**src/rtl/jtpopeye_sync.sv**
```systemverilog
// Sync conditioner for jtpopeye_game: registered RGB/blanking, HS/VS, line lock.
// Define JTPOPEYE_SYNC_BLANK_EN to force colour to black during blanking.
module jtpopeye_sync #(
  parameter int HS_START = 16,
  parameter int HS_WIDTH = 48,
  parameter int VS_START = 4,
  parameter int VS_WIDTH = 3
) (
  input  logic       clk,
  input  logic       rst,
  input  logic       pxl2_cen,
  input  logic [2:0] red_i,
  input  logic [2:0] green_i,
  input  logic [2:0] blue_i,
  input  logic       HB_i,
  input  logic       VB_i,
  output logic [2:0] red,
  output logic [2:0] green,
  output logic [2:0] blue,
  output logic       HB,
  output logic       VB,
  output logic       HS,
  output logic       VS,
  output logic [9:0] line_len,
  output logic       locked
);

  localparam logic [10:0] HS_LO = 11'(HS_START);
  localparam logic [10:0] HS_HI = 11'(HS_START + HS_WIDTH);
  localparam logic [6:0]  VS_LO = 7'(VS_START);
  localparam logic [6:0]  VS_HI = 7'(VS_START + VS_WIDTH);

  logic       hb_l;
  logic       vb_l;
  logic [9:0] hcnt;
  logic [5:0] vcnt;
  logic       hvalid;
  logic       vvalid;
  logic [1:0] match_cnt;

  logic       hb_rise;
  logic       vb_rise;
  logic [9:0] hcnt_n;
  logic [5:0] vcnt_n;
  logic       hvalid_n;
  logic       vvalid_n;
  logic       hs_n;
  logic       vs_n;
  logic [9:0] meas;
  logic       meas_en;
  logic [9:0] line_len_n;
  logic [1:0] match_cnt_n;
  logic       locked_n;
  logic       blank;

  always_comb begin
    hb_rise  = HB_i & ~hb_l;
    vb_rise  = VB_i & ~vb_l;
    hvalid_n = hvalid | hb_rise;
    vvalid_n = vvalid | vb_rise;
    blank    = HB_i | VB_i;

    if (hb_rise)
      hcnt_n = '0;
    else if (&hcnt)
      hcnt_n = hcnt;
    else
      hcnt_n = hcnt + 10'd1;

    hs_n = hvalid_n & HB_i
         & ({1'b0, hcnt_n} >= HS_LO)
         & ({1'b0, hcnt_n} <  HS_HI);

    vcnt_n = vcnt;
    if (vb_rise)
      vcnt_n = '0;
    else if (hb_rise && VB_i && !(&vcnt))
      vcnt_n = vcnt + 6'd1;

    // VS only moves on line boundaries, but drops as soon as VB ends
    vs_n = VS;
    if (!VB_i)
      vs_n = 1'b0;
    else if (hb_rise || vb_rise)
      vs_n = vvalid_n
           & ({1'b0, vcnt_n} >= VS_LO)
           & ({1'b0, vcnt_n} <  VS_HI);

    meas    = (&hcnt) ? hcnt : hcnt + 10'd1;
    meas_en = hb_rise & hvalid;

    line_len_n  = line_len;
    match_cnt_n = match_cnt;
    if (meas_en) begin
      // a saturated line is never trusted as a match
      if (meas == line_len && !(&meas)) begin
        if (match_cnt != 2'd3)
          match_cnt_n = match_cnt + 2'd1;
      end else begin
        line_len_n  = meas;
        match_cnt_n = '0;
      end
    end
    locked_n = (match_cnt_n == 2'd3);
  end

  always_ff @(posedge clk) begin
    if (rst) begin
      hb_l      <= 1'b0;
      vb_l      <= 1'b0;
      hcnt      <= '0;
      vcnt      <= '0;
      hvalid    <= 1'b0;
      vvalid    <= 1'b0;
      match_cnt <= '0;
      red       <= '0;
      green     <= '0;
      blue      <= '0;
      HB        <= 1'b0;
      VB        <= 1'b0;
      HS        <= 1'b0;
      VS        <= 1'b0;
      line_len  <= '0;
      locked    <= 1'b0;
    end else if (pxl2_cen) begin
      hb_l      <= HB_i;
      vb_l      <= VB_i;
      hcnt      <= hcnt_n;
      vcnt      <= vcnt_n;
      hvalid    <= hvalid_n;
      vvalid    <= vvalid_n;
      match_cnt <= match_cnt_n;
`ifdef JTPOPEYE_SYNC_BLANK_EN
      red       <= blank ? 3'd0 : red_i;
      green     <= blank ? 3'd0 : green_i;
      blue      <= blank ? 3'd0 : blue_i;
`else
      red       <= red_i;
      green     <= green_i;
      blue      <= blue_i;
`endif
      HB        <= HB_i;
      VB        <= VB_i;
      HS        <= hs_n;
      VS        <= vs_n;
      line_len  <= line_len_n;
      locked    <= locked_n;
    end
  end

  logic unused_blank;
  assign unused_blank = blank;

endmodule
```
**config.mk**
```make
export PLATFORM = sky130hd
export DESIGN_NAME = jtpopeye_sync
export DESIGN_NICKNAME = d
export VERILOG_FILES = /design/src/rtl/jtpopeye_sync.sv
export SDC_FILE = /design/constraint.sdc
export NUM_CORES = 1
export LEC_CHECK = 0
export CAP_MARGIN = 25
export CORE_MARGIN = 10
export CORE_UTILIZATION = 45
export CTS_BUF_LIST = sky130_fd_sc_hd__clkbuf_16
export CTS_CLUSTER_DIAMETER = 120
export DETAILED_ROUTE_END_ITERATION = 16
export GPL_TIMING_DRIVEN = 0
export PLACE_DENSITY = 0.68
export SLEW_MARGIN = 0
export SYNTH_ARGS = -nofsm -noshare
export SYNTH_HDL_FRONTEND = slang
export SYNTH_SLANG_ARGS = --single-unit
```
**constraint.sdc**
```tcl
create_clock -name clk -period 3.3 [get_ports clk]
set_clock_uncertainty 0.2 [all_clocks]
set_input_delay 0.825 -clock clk [delete_from_list [all_inputs] [get_ports clk]]
set_output_delay 0.825 -clock clk [all_outputs]
set_load 0.1 [all_outputs]
```
==> impl_results.md, run 1 <==
- R2r startpoint: hcnt[1]$_SDFFE_PP0P_
- Area grow syn2layout: 22.33%
- Crit Path Class: reg2reg
- Top_reg_cell synth: dfxtp_1
- Clock Latency Late Sink: 0.28 ns
- Fin crit share: 0.9161
- Top cell type by total area after synthesis: dfxtp_1
- I/O Buffers: 36
- Layout cells sized above 1: 0.07198
- Post-synth top cells: 44 x dfxtp_1, 44 x nor2_1, 35 x nand2_1, 27 x a21oi_1, 14 x o21ai_0
- Post-synth EDFFs: 0
- Slew @ Worst Pin: roughly 1 ns
- Fin crit period: between 3 and 4 ns
- Iteration-0 DRC Markers: 176
- Crit-path max FO: 10
- Setup crit start: hcnt[1]$_SDFFE_PP0P_
- Total I/O pin count: 38
- Area contributors post-synth: dfxtp_1 33%, nor2_1 6.2%, a21oi_1 5.0%
- First-pass GRT wire length: 12,910 um
- Wire per inst: around 17 um
- Max Freq: approximately 0.33 GHz
- Initial Utilization: 0.4587
- HP Start: VS$_SDFFE_PP0P_
- FP Rows: 28
- Worst reg-to-reg path cell count: 10
- Hold WS: between 0.2 and 0.3 ns
- CTS tree: built
- CP arrival: between 3 and 4 ns
- Post-route DRC: 0
- CP Capture Type: flip-flop
- Number of global-route vias before repair: 2,475
- DR pass1 iterations: 4
- Crit path to: line_len[2]$_SDFFE_PP0P_
- Final Hold Viols: 0
- Die W: 97.23 um
- Switching Share: 0.2832
- PwrDens: around 370 nW/um2
- Hpwl dp: roughly 5700 um
- Synthesized flop and latch total: 44
- RSZ-0062 raised after global routing: no
- Req. time, crit path: 3.30 ns
- Tot GR Track Use: 0.1602
- Run status: completed
- Worst Hold Class: reg2reg
- Die area: 9453 um2
- Setup Viol. Count Final: 0
- CTS root buf: clkbuf_16
- CP startpoint kind: flip-flop
- Via count: about 2,700
- Syn nets: about 360
- CTS max path bufs: 2
- Via/cell ratio: slightly below 6
- Leak: approximately 1.2 nW
- Internal power: 0.8799 mW
- Peak supply drop: 0.0002057 V
- Switch Pwr: about 0.35 mW
- Hold Buf Count CTS: 0
- Die Y: 97.23 um
- Async S/R FF share, synth: 0
- Final setup TNS: 0 ns
- # diodes: 0
- Sequential fraction of the synthesis area: 0.3282
- Core area: about 6000 um2
- Yosys warnings: 0
- Fill count: approximately 560
- Synth Area per Inst: between 7 and 8 um2
- Syn Inst Count: 345
- Slew Viols, Final: 0
- R2R setup slack: approximately 0.28 ns
- Final GP Congestion: 0.9039
- Nets: 404
- Total congestion overflow: 0
- Total routed wirelength: 7684 um
- Synth unique cells: 57
- Reg-to-reg endpoint: line_len[2]$_SDFFE_PP0P_
- Clk slew on worst S/H paths: about 0.060 ns
- CTS Sinks: 44
- Largest net degree at the start of global routing: 14
- Relative slew slack: 0.3365
- Routed Antenna Nets: 0
- Clk pwr share: 0.388
- MaxCap Viol Count: 0
- Synthesized area: 2684 um2
- Reg power frac: 0.451
- Initial antenna violation count: 0
- Cts bufs inserted: 5
- Synth top area share: 0.3282
- Gate power share: 0.161
- H-tree Lvls: 2
==> area by class of cell <==
class                      count  area [um2]  share of cell area
timing repair buffer          36       360.3              0.1098
tap                           75       93.84             0.02858
clock buffer                   5       125.1             0.03811
inverter                      10       37.54             0.01143
buffer                        24       111.4             0.03392
multi-input combinational    267        1658              0.5050
sequential                    44       882.1              0.2687
clock inverter                 3       15.01            0.004573
==> cells in the final DEF, fill, tap and decap left out, types with 6 or more instances in the layout <==
master           instances
clkdlybuf4s50_1         36
nor4_1                   6
nor3_1                   7
dfxtp_1                 43
nor2b_1                  9
nand2b_1                10
nor2_1                  44
nand2_1                 35
clkbuf_1                10
inv_1                   11
a2bb2oi_1                7
mux2i_1                 13
o21ai_0                 14
a211oi_1                10
nand3_1                 11
buf_2                    7
a21oi_1                 27
and3_1                   7
nand4_1                  8
==> worst min path at each step <==
stage                                endpoint  cells after the start  slack, ns
final                         VS$_SDFFE_PP0P_                      2       0.27
after global routing          VS$_SDFFE_PP0P_                      2       0.29
after CTS                     VS$_SDFFE_PP0P_                      2       0.27
after detailed placement      HS$_SDFFE_PP0P_                      2       0.26
after global placement        VS$_SDFFE_PP0P_                      2       0.25
after floorplan           vvalid$_SDFFE_PP0P_                      2       0.24
==> power groups by stage <==
stage	Clock [mW]	Sequential [mW]	Combinational, mW
finish	0.476	0.554	0.197
floorplan	0	0.632	0.0738
CTS	0.484	0.554	0.198
detailed placement	0	0.566	0.197
global route	0.512	0.556	0.212
global placement	0	0.565	0.196
==> per-layer routing <==
layer  global-route usage  vias up  routed length [um]
li1                     -     1338                   -
met5                    0        -                   0
met4              0.05481        0                 155
met3              0.03983       15                 525
met2               0.2464       81                3510
met1               0.2116     1242                3492
==> critical path: stages, from the launching register on <==
cell and delay, ns:
dfxtp_2 0.41, ha_2 0.27, and2_1 0.13, buf_2 0.22
nand4_4 0.14, mux2_2 0.29, or4_4 0.56, o211ai_2 0.25
buf_2 0.26, o211ai_1 0.12, o31ai_1 0.09
==> sequential cells by signal, summed over array words and instances, names as in the netlist <==
register,count
HS,1
VS,1
blue,3
green,3
hb_l,1
hcnt,10
hvalid,1
line_len,10
locked,1
match_cnt,2
red,3
vb_l,1
vcnt,6
vvalid,1
==> through the flow <==
stage                     setup slack [ns]  total power, mW    util  cells  instance area, um2
after floorplan                     0.4536           0.7059       -    345                2684
after detailed placement           0.02963           0.7631  0.5364    456                3138
final                               0.2770            1.228  0.5612    464                3283
after global routing               0.06598            1.280  0.5612    464                3283
after CTS                           0.1201            1.237  0.5603    464                3278
after global placement             0.02796           0.7611  0.5364    456                3138
==> cells by family after synthesis <==
group	synth area share
compound gates	0.2573
xor+xnor	0.02145
fa+ha+maj	0.009323
buf+inv	0.05501
flops	0.3282
mux	0.05268
simple gates	0.2760
==> timing repair <==
| item | in CTS | in global routing |
|---|---|---|
| gates resized for setup | 0 | 4 |
| setup buffers | 0 | 0 |
| setup endpoints to repair | 0 | 9 |
(Power assumes the default switching activity.)
==> run 2, diff against run 1 <==
--- a/config.mk
+++ b/config.mk
@@ -7,12 +7,12 @@
 export LEC_CHECK = 0
 export CAP_MARGIN = 25
 export CORE_MARGIN = 10
-export CORE_UTILIZATION = 45
+export CORE_UTILIZATION = 55
 export CTS_BUF_LIST = sky130_fd_sc_hd__clkbuf_16
 export CTS_CLUSTER_DIAMETER = 120
 export DETAILED_ROUTE_END_ITERATION = 16
 export GPL_TIMING_DRIVEN = 0
-export PLACE_DENSITY = 0.68
+export PLACE_DENSITY = 0.8
 export SLEW_MARGIN = 0
 export SYNTH_ARGS = -nofsm -noshare
 export SYNTH_HDL_FRONTEND = slang
==> run 2 against run 1 <==
Compared with the run above:
- global-route usage is 1.9 points higher
- worst setup slack worse by 0.011 ns
- flip-flop and latch count stayed put
- critical path type unchanged
- die area is 15% lower
- critical path depth stayed put
- largest cell class unchanged
==> impl_results.md, run 2 (synthesized netlist as in run 1, its figures left out) <==
- Final Hold Viols: 0
- FP Rows: 25
- Post-Layout Cell Count: about 460
- Slew @ Worst Pin: between 0.9 and 1 ns
- Run status: completed
- Peak supply drop: about 0.00034 V
- H-tree Lvls: 2
- Core area: 4723 um2
- DR pass1 iterations: 5
- RSZ-0062 raised after global routing: no
- Slew Viols, Final: 0
- Tot GR Track Use: 0.1796
- Largest net degree at the start of global routing: 15
- Clock Latency Late Sink: 0.29 ns
- Die W: ~90 um
- MaxCap Viol Count: 0
- Area grow syn2layout: 22.98%
- Number of global-route vias before repair: approximately 2,600
- Max Freq: roughly 0.33 GHz
- R2R setup slack: ~0.27 ns
- Clk slew on worst S/H paths: about 0.070 ns
- Wire per inst: 16.43 um
- Pre-CTS setup slack: between 0.04 and 0.05 ns
- Hpwl dp: around 5400 um
- CP startpoint kind: flip-flop
- CP arrival: slightly above 3 ns
- Setup WS post-layout: 0.2659 ns
- Hold depth: 2
- Final GP Congestion: between 1 and 1.5
- Cts bufs inserted: 5
- HP Start: VS$_SDFFE_PP0P_
- Total I/O pin count: 38
- Commonest non-fill, non-tap cell in the layout: nor2_1
- Hold Path Sink: VS$_SDFFE_PP0P_
- Fin crit period: just over 3 ns
- Die Y: ~90 um
- I/O Buffers: 36
- Die area: roughly 8100 um2
- Reg-to-reg endpoint: line_len[2]$_SDFFE_PP0P_
- CP Capture Type: flip-flop
- Total routed wirelength: 7490 um
- Setup Viol. Count Final: 0
- Worst Hold Class: reg2reg
- Design Power: between 1 and 1.5 mW
- Worst reg-to-reg path cell count: 10
- Fin crit share: 0.9194
- # Post-CTS Setup Buffers: 0
- Post-route DRC: 0
- Initial Utilization: 0.5682
- # diodes: 0
- Final setup TNS: 0 ns
- Nets: around 400
- R2r startpoint: hcnt[1]$_SDFFE_PP0P_
- Layout cells sized above 1: 0.07455
- CTS root buf: clkbuf_16
- CTS tree: built
- Via/cell ratio: between 6 and 7
- First-pass GRT wire length: 12,510 um
- Req. time, crit path: about 3.3 ns
- Via count: between 2,000 and 3,000
- CTS max path bufs: 2
- Total congestion overflow: 0
- Top flop regs: hcnt x10, line_len x10, vcnt x6
- Initial antenna violation count: 0
- Fill count: approximately 410
- Crit-path max FO: 10
- Leak: between 1 and 1.5 nW
- CTS Sinks: 44
- PwrDens: roughly 400 nW/um2
- Crit Path Class: reg2reg
- Routed Antenna Nets: 0
- Iteration-0 DRC Markers: 197
- Placed insts: ~450
- Most frequent cells in the layout: 44 x nor2_1, 43 x dfxtp_1, 36 x clkdlybuf4s50_1
- Relative slew slack: 0.3378
==> run 2: what timing repair did <==
item                       CTS  global route
gates resized for setup      0             4
hold buffers                 0             0
setup endpoints to repair    0             7
==> run 2: routing by layer <==
layer	up-vias	GRT usage	part of all wire
li1	1345	-	-
met2	139	0.2754	0.44
met1	1283	0.2265	0.44
met3	31	0.05071	0.081
met5	-	0	0
met4	0	0.08488	0.035
==> run 2: area by class of cell <==
cell class | instances | area [um2] | area share
clock buffers | 5 | 125.1 | 0.03791
repair buffers | 36 | 360.3 | 0.1092
inverters | 10 | 37.54 | 0.01137
flip-flops and latches | 44 | 882.1 | 0.2672
plain buffers | 24 | 111.4 | 0.03374
clock inverters | 3 | 42.54 | 0.01289
multi-input cells | 267 | 1658 | 0.5023
well taps | 67 | 83.83 | 0.02540
==> run 2: report_power, final <==
| part | leakage, nW | switching (mW) | internal, mW |
|---|---|---|---|
| Sequential | 0.358 | 0.0103 | 0.544 |
| Clock | 0.0814 | 0.217 | 0.356 |
| Combinational | 0.761 | 0.137 | 0.0607 |
==> run 2: worst max-delay path, cell delays in order, from the launching register on <==
cell and delay (ns):
dfxtp_2 0.41, ha_2 0.28, and2_1 0.13, buf_2 0.21, nand4_4 0.14, mux2_2 0.28, or4_4 0.56, o211ai_2 0.25
buf_2 0.26, o211ai_1 0.12, o31ai_1 0.10
==> run 2: how the worst max path moves through the flow <==
stage | from | endpoint | slack [ns]
floorplan | hcnt[1]$_SDFFE_PP0P_ | line_len[3]$_SDFFE_PP0P_ | 0.45
global placement | HB_i | line_len[1]$_SDFFE_PP0P_ | 0.06
detailed placement | HB_i | line_len[3]$_SDFFE_PP0P_ | 0.04
CTS | hcnt[1]$_SDFFE_PP0P_ | line_len[0]$_SDFFE_PP0P_ | 0.11
global route | HB_i | line_len[3]$_SDFFE_PP0P_ | 0.09
finish | hcnt[1]$_SDFFE_PP0P_ | line_len[2]$_SDFFE_PP0P_ | 0.27
==> run 2: metrics by stage <==
stage               hold slack (ns)  utilization  cell area, um2
floorplan                    0.2399            -            2684
global placement             0.2523       0.6623            3128
detailed placement           0.2710       0.6623            3128
CTS                          0.2798       0.6977            3296
global route                 0.3033       0.6988            3301
finish                       0.2832       0.6988            3301
